File: src/rtl/iir_output_buffer.sv
// IIR output stage: signed fixed-point gain with saturation, FWFT FIFO,
// valid/ready drain and sticky drop/clip status.
module iir_output_buffer #(
    parameter int DATA_WIDTH     = 32,
    parameter int GAIN_FRAC_BITS = 10,
    parameter int DEPTH          = 16,
    parameter int CNT_WIDTH      = 16
) (
    input  logic                          clock,
    input  logic                          reset,
    input  logic signed [DATA_WIDTH-1:0]  filteredData,
    input  logic                          done,
    input  logic signed [DATA_WIDTH-1:0]  gain,
    input  logic                          clearStatus,
    output logic [DATA_WIDTH-1:0]         outData,
    output logic                          outValid,
    input  logic                          outReady,
    output logic [$clog2(DEPTH):0]        fillLevel,
    output logic                          overflow,
    output logic [CNT_WIDTH-1:0]          dropCount,
    output logic [CNT_WIDTH-1:0]          satCount
);

    localparam int AW = $clog2(DEPTH);
    localparam int PW = 2 * DATA_WIDTH;

    localparam logic signed [PW-1:0] MAXV =
        {{(DATA_WIDTH+1){1'b0}}, {(DATA_WIDTH-1){1'b1}}};
    localparam logic signed [PW-1:0] MINV =
        {{(DATA_WIDTH+1){1'b1}}, {(DATA_WIDTH-1){1'b0}}};

    logic                  r_s1_valid;
    logic signed [PW-1:0]  r_s1_prod;
    logic [DATA_WIDTH-1:0] r_mem [DEPTH];
    logic [AW:0]           r_wr_ptr;
    logic [AW:0]           r_rd_ptr;
    logic                  r_overflow;
    logic [CNT_WIDTH-1:0]  r_drop_cnt;
    logic [CNT_WIDTH-1:0]  r_sat_cnt;

    logic signed [PW-1:0]  w_fd_ext;
    logic signed [PW-1:0]  w_gain_ext;
    logic signed [PW-1:0]  w_shift;
    logic                  w_hi;
    logic                  w_lo;
    logic                  w_clip;
    logic [DATA_WIDTH-1:0] w_wdata;
    logic                  w_empty;
    logic                  w_full;
    logic                  w_rd;
    logic                  w_accept;
    logic                  w_drop;

    assign w_fd_ext   = PW'(filteredData);
    assign w_gain_ext = PW'(gain);

    // Arithmetic shift floors toward -inf before the clamp.
    assign w_shift = r_s1_prod >>> GAIN_FRAC_BITS;
    assign w_hi    = w_shift > MAXV;
    assign w_lo    = w_shift < MINV;
    assign w_clip  = r_s1_valid && (w_hi || w_lo);
    assign w_wdata = w_hi ? MAXV[DATA_WIDTH-1:0] :
                     w_lo ? MINV[DATA_WIDTH-1:0] :
                            w_shift[DATA_WIDTH-1:0];

    assign w_empty = (r_wr_ptr == r_rd_ptr);
    assign w_full  = (r_wr_ptr[AW] != r_rd_ptr[AW]) &&
                     (r_wr_ptr[AW-1:0] == r_rd_ptr[AW-1:0]);

    // A pop on the same edge frees the slot for a write into a full FIFO.
    assign w_rd     = !w_empty && outReady;
    assign w_accept = r_s1_valid && (!w_full || w_rd);
    assign w_drop   = r_s1_valid && w_full && !w_rd;

    assign outValid  = !w_empty;
    assign outData   = r_mem[r_rd_ptr[AW-1:0]];
    assign fillLevel = r_wr_ptr - r_rd_ptr;
    assign overflow  = r_overflow;
    assign dropCount = r_drop_cnt;
    assign satCount  = r_sat_cnt;

    always_ff @(posedge clock or negedge reset) begin
        if (!reset) begin
            r_s1_valid <= 1'b0;
            r_s1_prod  <= '0;
            r_wr_ptr   <= '0;
            r_rd_ptr   <= '0;
            for (int i = 0; i < DEPTH; i++) begin
                r_mem[i] <= '0;
            end
        end else begin
            r_s1_valid <= done;
            if (done) begin
                r_s1_prod <= w_fd_ext * w_gain_ext;
            end
            if (w_accept) begin
                r_mem[r_wr_ptr[AW-1:0]] <= w_wdata;
                r_wr_ptr <= r_wr_ptr + 1'b1;
            end
            if (w_rd) begin
                r_rd_ptr <= r_rd_ptr + 1'b1;
            end
        end
    end

    // Clear wins over accumulated history but not over this edge's event.
    always_ff @(posedge clock or negedge reset) begin
        if (!reset) begin
            r_overflow <= 1'b0;
            r_drop_cnt <= '0;
            r_sat_cnt  <= '0;
        end else if (clearStatus) begin
            r_overflow <= w_drop;
            r_drop_cnt <= w_drop ? CNT_WIDTH'(1) : '0;
            r_sat_cnt  <= w_clip ? CNT_WIDTH'(1) : '0;
        end else begin
            if (w_drop) begin
                r_overflow <= 1'b1;
                if (r_drop_cnt != '1) begin
                    r_drop_cnt <= r_drop_cnt + CNT_WIDTH'(1);
                end
            end
            if (w_clip && (r_sat_cnt != '1)) begin
                r_sat_cnt <= r_sat_cnt + CNT_WIDTH'(1);
            end
        end
    end

endmodule
File: config.mk
export PLATFORM = sky130hd
export DESIGN_NAME = iir_output_buffer
export DESIGN_NICKNAME = d
export VERILOG_FILES = /design/src/rtl/iir_output_buffer.sv
export SDC_FILE = /design/constraint.sdc
export NUM_CORES = 2
export LEC_CHECK = 0
export ABC_AREA = 0
export BUFFER_PORTS_ARGS = -buffer_cell sky130_fd_sc_hd__buf_4
export CAP_MARGIN = 10
export CORE_ASPECT_RATIO = 0.75
export CORE_UTILIZATION = 50
export DETAILED_ROUTE_END_ITERATION = 6
export GPL_ROUTABILITY_DRIVEN = 0
export MAX_ROUTING_LAYER = met4
export PLACE_DENSITY = 0.69
export SYNTH_ARGS = -nofsm -noshare
export SYNTH_HDL_FRONTEND = slang
export SYNTH_SLANG_ARGS = --single-unit
File: constraint.sdc
create_clock -name clock -period 4.45 [get_ports clock]
set_input_delay 0.89 -clock clock [delete_from_list [all_inputs] [get_ports clock]]
set_output_delay 0.89 -clock clock [all_outputs]
set_load 0.1 [all_outputs]
== Word level (Yosys, flattened, before mapping) ==
Index checks and enable logic that the tools add are counted.
Storage, ports and cells
  input port bits: 69
  logic and storage cells: 75
  output and inout bits: 71
  flip-flop bits (word level): 620
Operators by class
  equality and inequality tests: 5
  reduce and logical (&&, ||, !) cells: 17
  order comparisons: 5
  $mul: 1
  $add $sub $neg: 5
  bitwise operators: 2
  muxes and demuxes: 17
Operators by type and width (number)
  $bwmux 512: 1
  $mux 32: 5
  $bmux 32 s4: 1
  $demux 32 s4: 1
  $mux 16: 5
  $mul 32x32->64: 1
  $gt 54x32->1 const B: 1
  $lt 54x32->1 const B: 1
  $add 16x1->16 const B: 2
  $ne 16x16->1 const B: 2
  $add 5x1->5 const B: 2
  $ge 5x5->1 const B: 2
  $not 4->5: 2
  $logic_and 1x1->1: 8
  $reduce_bool 2->1: 3
  $eq 5x5->1: 1
  $lt 5x1->1 const B: 1
  $sub 5x5->5: 1
  $eq 4x4->1: 1
  $mux 1: 4
  $logic_not 1->1: 3
  $logic_or 1x1->1: 2
  $reduce_and 2->1: 1
  $ne 1x1->1: 1

== Longest topological paths before layout ==
  depth after elaboration: 7
  gate-level depth with buffers: 31
  depth with buffers taken out: 29

== Worst setup path before layout ==
Ideal clock, no wire load.
  kind: input port to flip-flop
  from: input filteredData[31]
  to: register r_s1_prod[61]
  required time: 4.325 ns
  cell stages on the path: 29
  setup slack: -3.870 ns
  arrival: 8.195 ns
  library setup time: 0.125 ns
  buffers on the path: 2
  path through: clkbuf_1 nand2_1 inv_1 fa_1 inv_1 fa_1 fa_1 inv_1 fa_1 inv_1 fa_1 inv_1 fa_1 inv_1 fa_1 inv_1 fa_1 ha_1 clkbuf_1 a21o_1 a21o_1 a21oi_1 o21bai_1 a21o_1 a21o_1 a21oi_1 o21ai_1 xor2_1 mux2_2
On the way
  longest elaborated chain between the ends: 1
RTL lines
  from (decl): RTL line 11  | input logic signed [DATA_WIDTH-1:0] filteredData,
  $mul 32x32->64: RTL line 94  | r_s1_prod <= w_fd_ext * w_gain_ext;
  to (signal assigned): RTL line 94
  to (decl): RTL line 33  | logic signed [PW-1:0] r_s1_prod;
No other way between the ends.
A chain may end at the register's enable or synchronous reset.

== Final worst setup path ==
  from: input gain[8]
  to: register r_s1_prod[62]
On the way
  longest elaborated chain between the ends: 1
RTL lines
  from (decl): RTL line 13  | input logic signed [DATA_WIDTH-1:0] gain,
  $mul 32x32->64: RTL line 94
No other way between the ends.

==> results.cfg <==
[route]
vias_per_cell = 5.40
drt-wirelength-per-cell_um = 20.0
drt-initial-drc-count = 3384
firstDrtPassIters = 6
drc_errors = 0
drtAntennaViolNets = 0
wl_um = 163000
dr_total_vias = 44006

[timing]
maxSlewHeadroom = 0.328
period_needed_ns = 7.46
setup_violations = 54
fmax_ghz = 0.134
finalCritPeriodShare = 1.68
hold_ws_ns = 0.385
tns_ns = -135.98
rsz0062_at_grt = yes
finClkSkew_ns = 0.0284
tightest_slew_ns = 1.01
hold_viol_final = 0
final_max_slew_viol_count = 0
setup_ws_ns = -3.01

[synthesis]
ys_types = 64
yosys.area.top_type = fa_1
synth_area_leaders = fa_1, dfrtp_1, inv_1
synth-edff-count = 0
synth.top_cell.area_share = 0.350
synth_cells = 6073
synth-main-ff-cell = dfrtp_1
synth-seq-area-share = 0.247
async_flop_share = 1.00
ys.warnings.count = 0
ys_ff_latch = 610
synth_area_sq_um = 61900
synth_area_per_cell_sq_um = 10.2
syn_nets = 7415

[cts]
numClockSinks = 610
root_buffer = clkbuf_16
clk_pin_slew_worst_paths_ns = 0.07
holdBufCountCts = 0
cts_made_buffers = 52
clkLatencyLatePin_ns = 0.61
cts_max_path_buffers = 3
cts_htree_levels = 2
cts_tree = yes

[floorplanning]
coreArea_sq_um = 122000
fp-row-count = 111
num_io_pins = 140
die_w_um = 408
die_y_um = 307
start_util = 0.505
dieArea_sq_um = 125000

[grt]
grtUsageTotal = 0.276
antenna_found_initial = 2
grt_max_degree = 132
grt_pass1_vias = 48308
grt_overflow = 0
grt_pass1_wl_um = 265000

[final_layout]
area_growth_pct = 18.6
final_nets = 7816
regArea_sq_um = 15300
multi_input_area_sq_um = 43400
layout-drive-gt1-share = 0.221
n_fill_cell = 9929
final_cell_mix = fa_1, inv_1, dfrtp_1
utilization = 0.599
final_common_cell = fa_1

[placement]
dp.final_hpwl_um = 123000
portBuffers = 139

[critical_path]
cp.required_ns = 4.93
critPathSlowestCell = fa_1
worstSetupPathType = input pin to flip-flop
cpMostUsedCell = fa_1
r2r_start = r_wr_ptr[2]
r2r_slack_ns = 0.66
critPathCaptureType = flip-flop
slowest_delay_ns = 0.62
ff2ff_path_depth = 9
timing.rr.end = r_mem[159]
crit_fanout = 6
cp.arrival_ns = 7.93
worstSetupStartpointType = input pin

[min_path]
hp-class = input pin to async pin

[status]
status = finished, violations left
violations = negative setup slack

[job]
max_cap_violations = 0
-- cells by family after synthesis --
logic type / count (synthesis) / synth area share
buffers and inverters: 1369 / 0.0831
AND/OR/NAND/NOR: 1763 / 0.132
XOR/XNOR: 106 / 0.0150
flip-flops: 610 / 0.247
multiplexers: 225 / 0.0700
AO/OA/AOI/OAI: 727 / 0.0643
adder cells (fa/ha/maj): 1273 / 0.389
-- metal layers --
metal / up-vias / wire [um] / global-route usage
met2: 1435 / 77300 / 0.431
met4: 0 / 3390 / 0.0589
met3: 260 / 11700 / 0.0456
met5: - / 0 / -
li1: 19488 / - / -
met1: 22823 / 70400 / 0.384
-- flip-flops by register name (all words and copies together), names as in the netlist --
signal / cells
satCount: 16
overflow: 1
r_s1_prod: 54
dropCount: 16
r_mem: 512
r_s1_valid: 1
r_wr_ptr: 5
r_rd_ptr: 5
-- metrics by stage --
| stage | setup WS (ns) | instance area (sq um) | cells |
|---|---|---|---|
| 2_1_floorplan | -3.35 | 63000 | 6073 |
| 3_3_place_gp | -3.83 | 68400 | 7953 |
| 3_5_place_dp | -3.91 | 68400 | 7953 |
| 4_1_cts | -2.94 | 72200 | 8116 |
| 5_1_grt | -3.18 | 73400 | 8153 |
| 6_report | -3.01 | 73400 | 8153 |
-- what timing repair did --
action	in CTS	in global routing
gates resized for setup	341	209
pin swaps	198	172
cloned	5	4
setup buffers	67	34
setup endpoints to repair	54	54
-- cells in the mapped netlist (all sizes together), types with 7 or more instances --
| cell | count |
|---|---|
| fa | 1082 |
| inv | 978 |
| dfrtp | 610 |
| nor2 | 599 |
| a21oi | 591 |
| nand2 | 536 |
| and2 | 516 |
| clkbuf | 376 |
| ha | 191 |
| mux4 | 160 |
| xnor2 | 64 |
| mux2 | 62 |
| xor2 | 42 |
| a21o | 37 |
| o21ai | 28 |
| nand4 | 27 |
| nand3 | 20 |
| buf | 15 |
| nand2b | 15 |
| o21bai | 14 |
| nor4 | 11 |
| nor3 | 10 |
| a31oi | 9 |
| a211oi | 8 |
| and3 | 8 |
| o21a | 7 |
-- how the worst max path moves through the flow --
stage	start	to	slack [ns]	depth (start not counted)
floorplan	filteredData[31]	r_s1_prod[60]	-3.35	26
global placement	gain[10]	r_s1_prod[63]	-3.83	26
detailed placement	gain[10]	r_s1_prod[63]	-3.91	26
CTS	gain[7]	r_s1_prod[60]	-2.94	30
global route	gain[11]	r_s1_prod[62]	-3.18	24
finish	gain[8]	r_s1_prod[62]	-3.01	25
-- area by class of cell --
| cell class | count | area share |
|---|---|---|
| Antenna cell | 2 | 0.0000682 |
| Clock buffer | 78 | 0.0215 |
| Timing Repair Buffer | 738 | 0.0984 |
| Inverter | 978 | 0.0501 |
| Sequential cell | 610 | 0.208 |
| Multi-Input combinational cell | 4094 | 0.591 |
| Tap cell | 1638 | 0.0279 |
| Clock inverter | 15 | 0.00283 |
-- worst max-delay path: cells and delay by family --
kind / cells / cell delay [ns]
mux: 1 / 0.26
xor+xnor: 1 / 0.10
fa+ha+maj: 9 / 4.41
buf+inv: 5 / 0.54
compound gates: 5 / 1.32
simple gates: 4 / 0.38
Power is left out: the tool's default activity adds up to more than one toggle a clock period on the data nets, which glitch-free logic cannot reach.
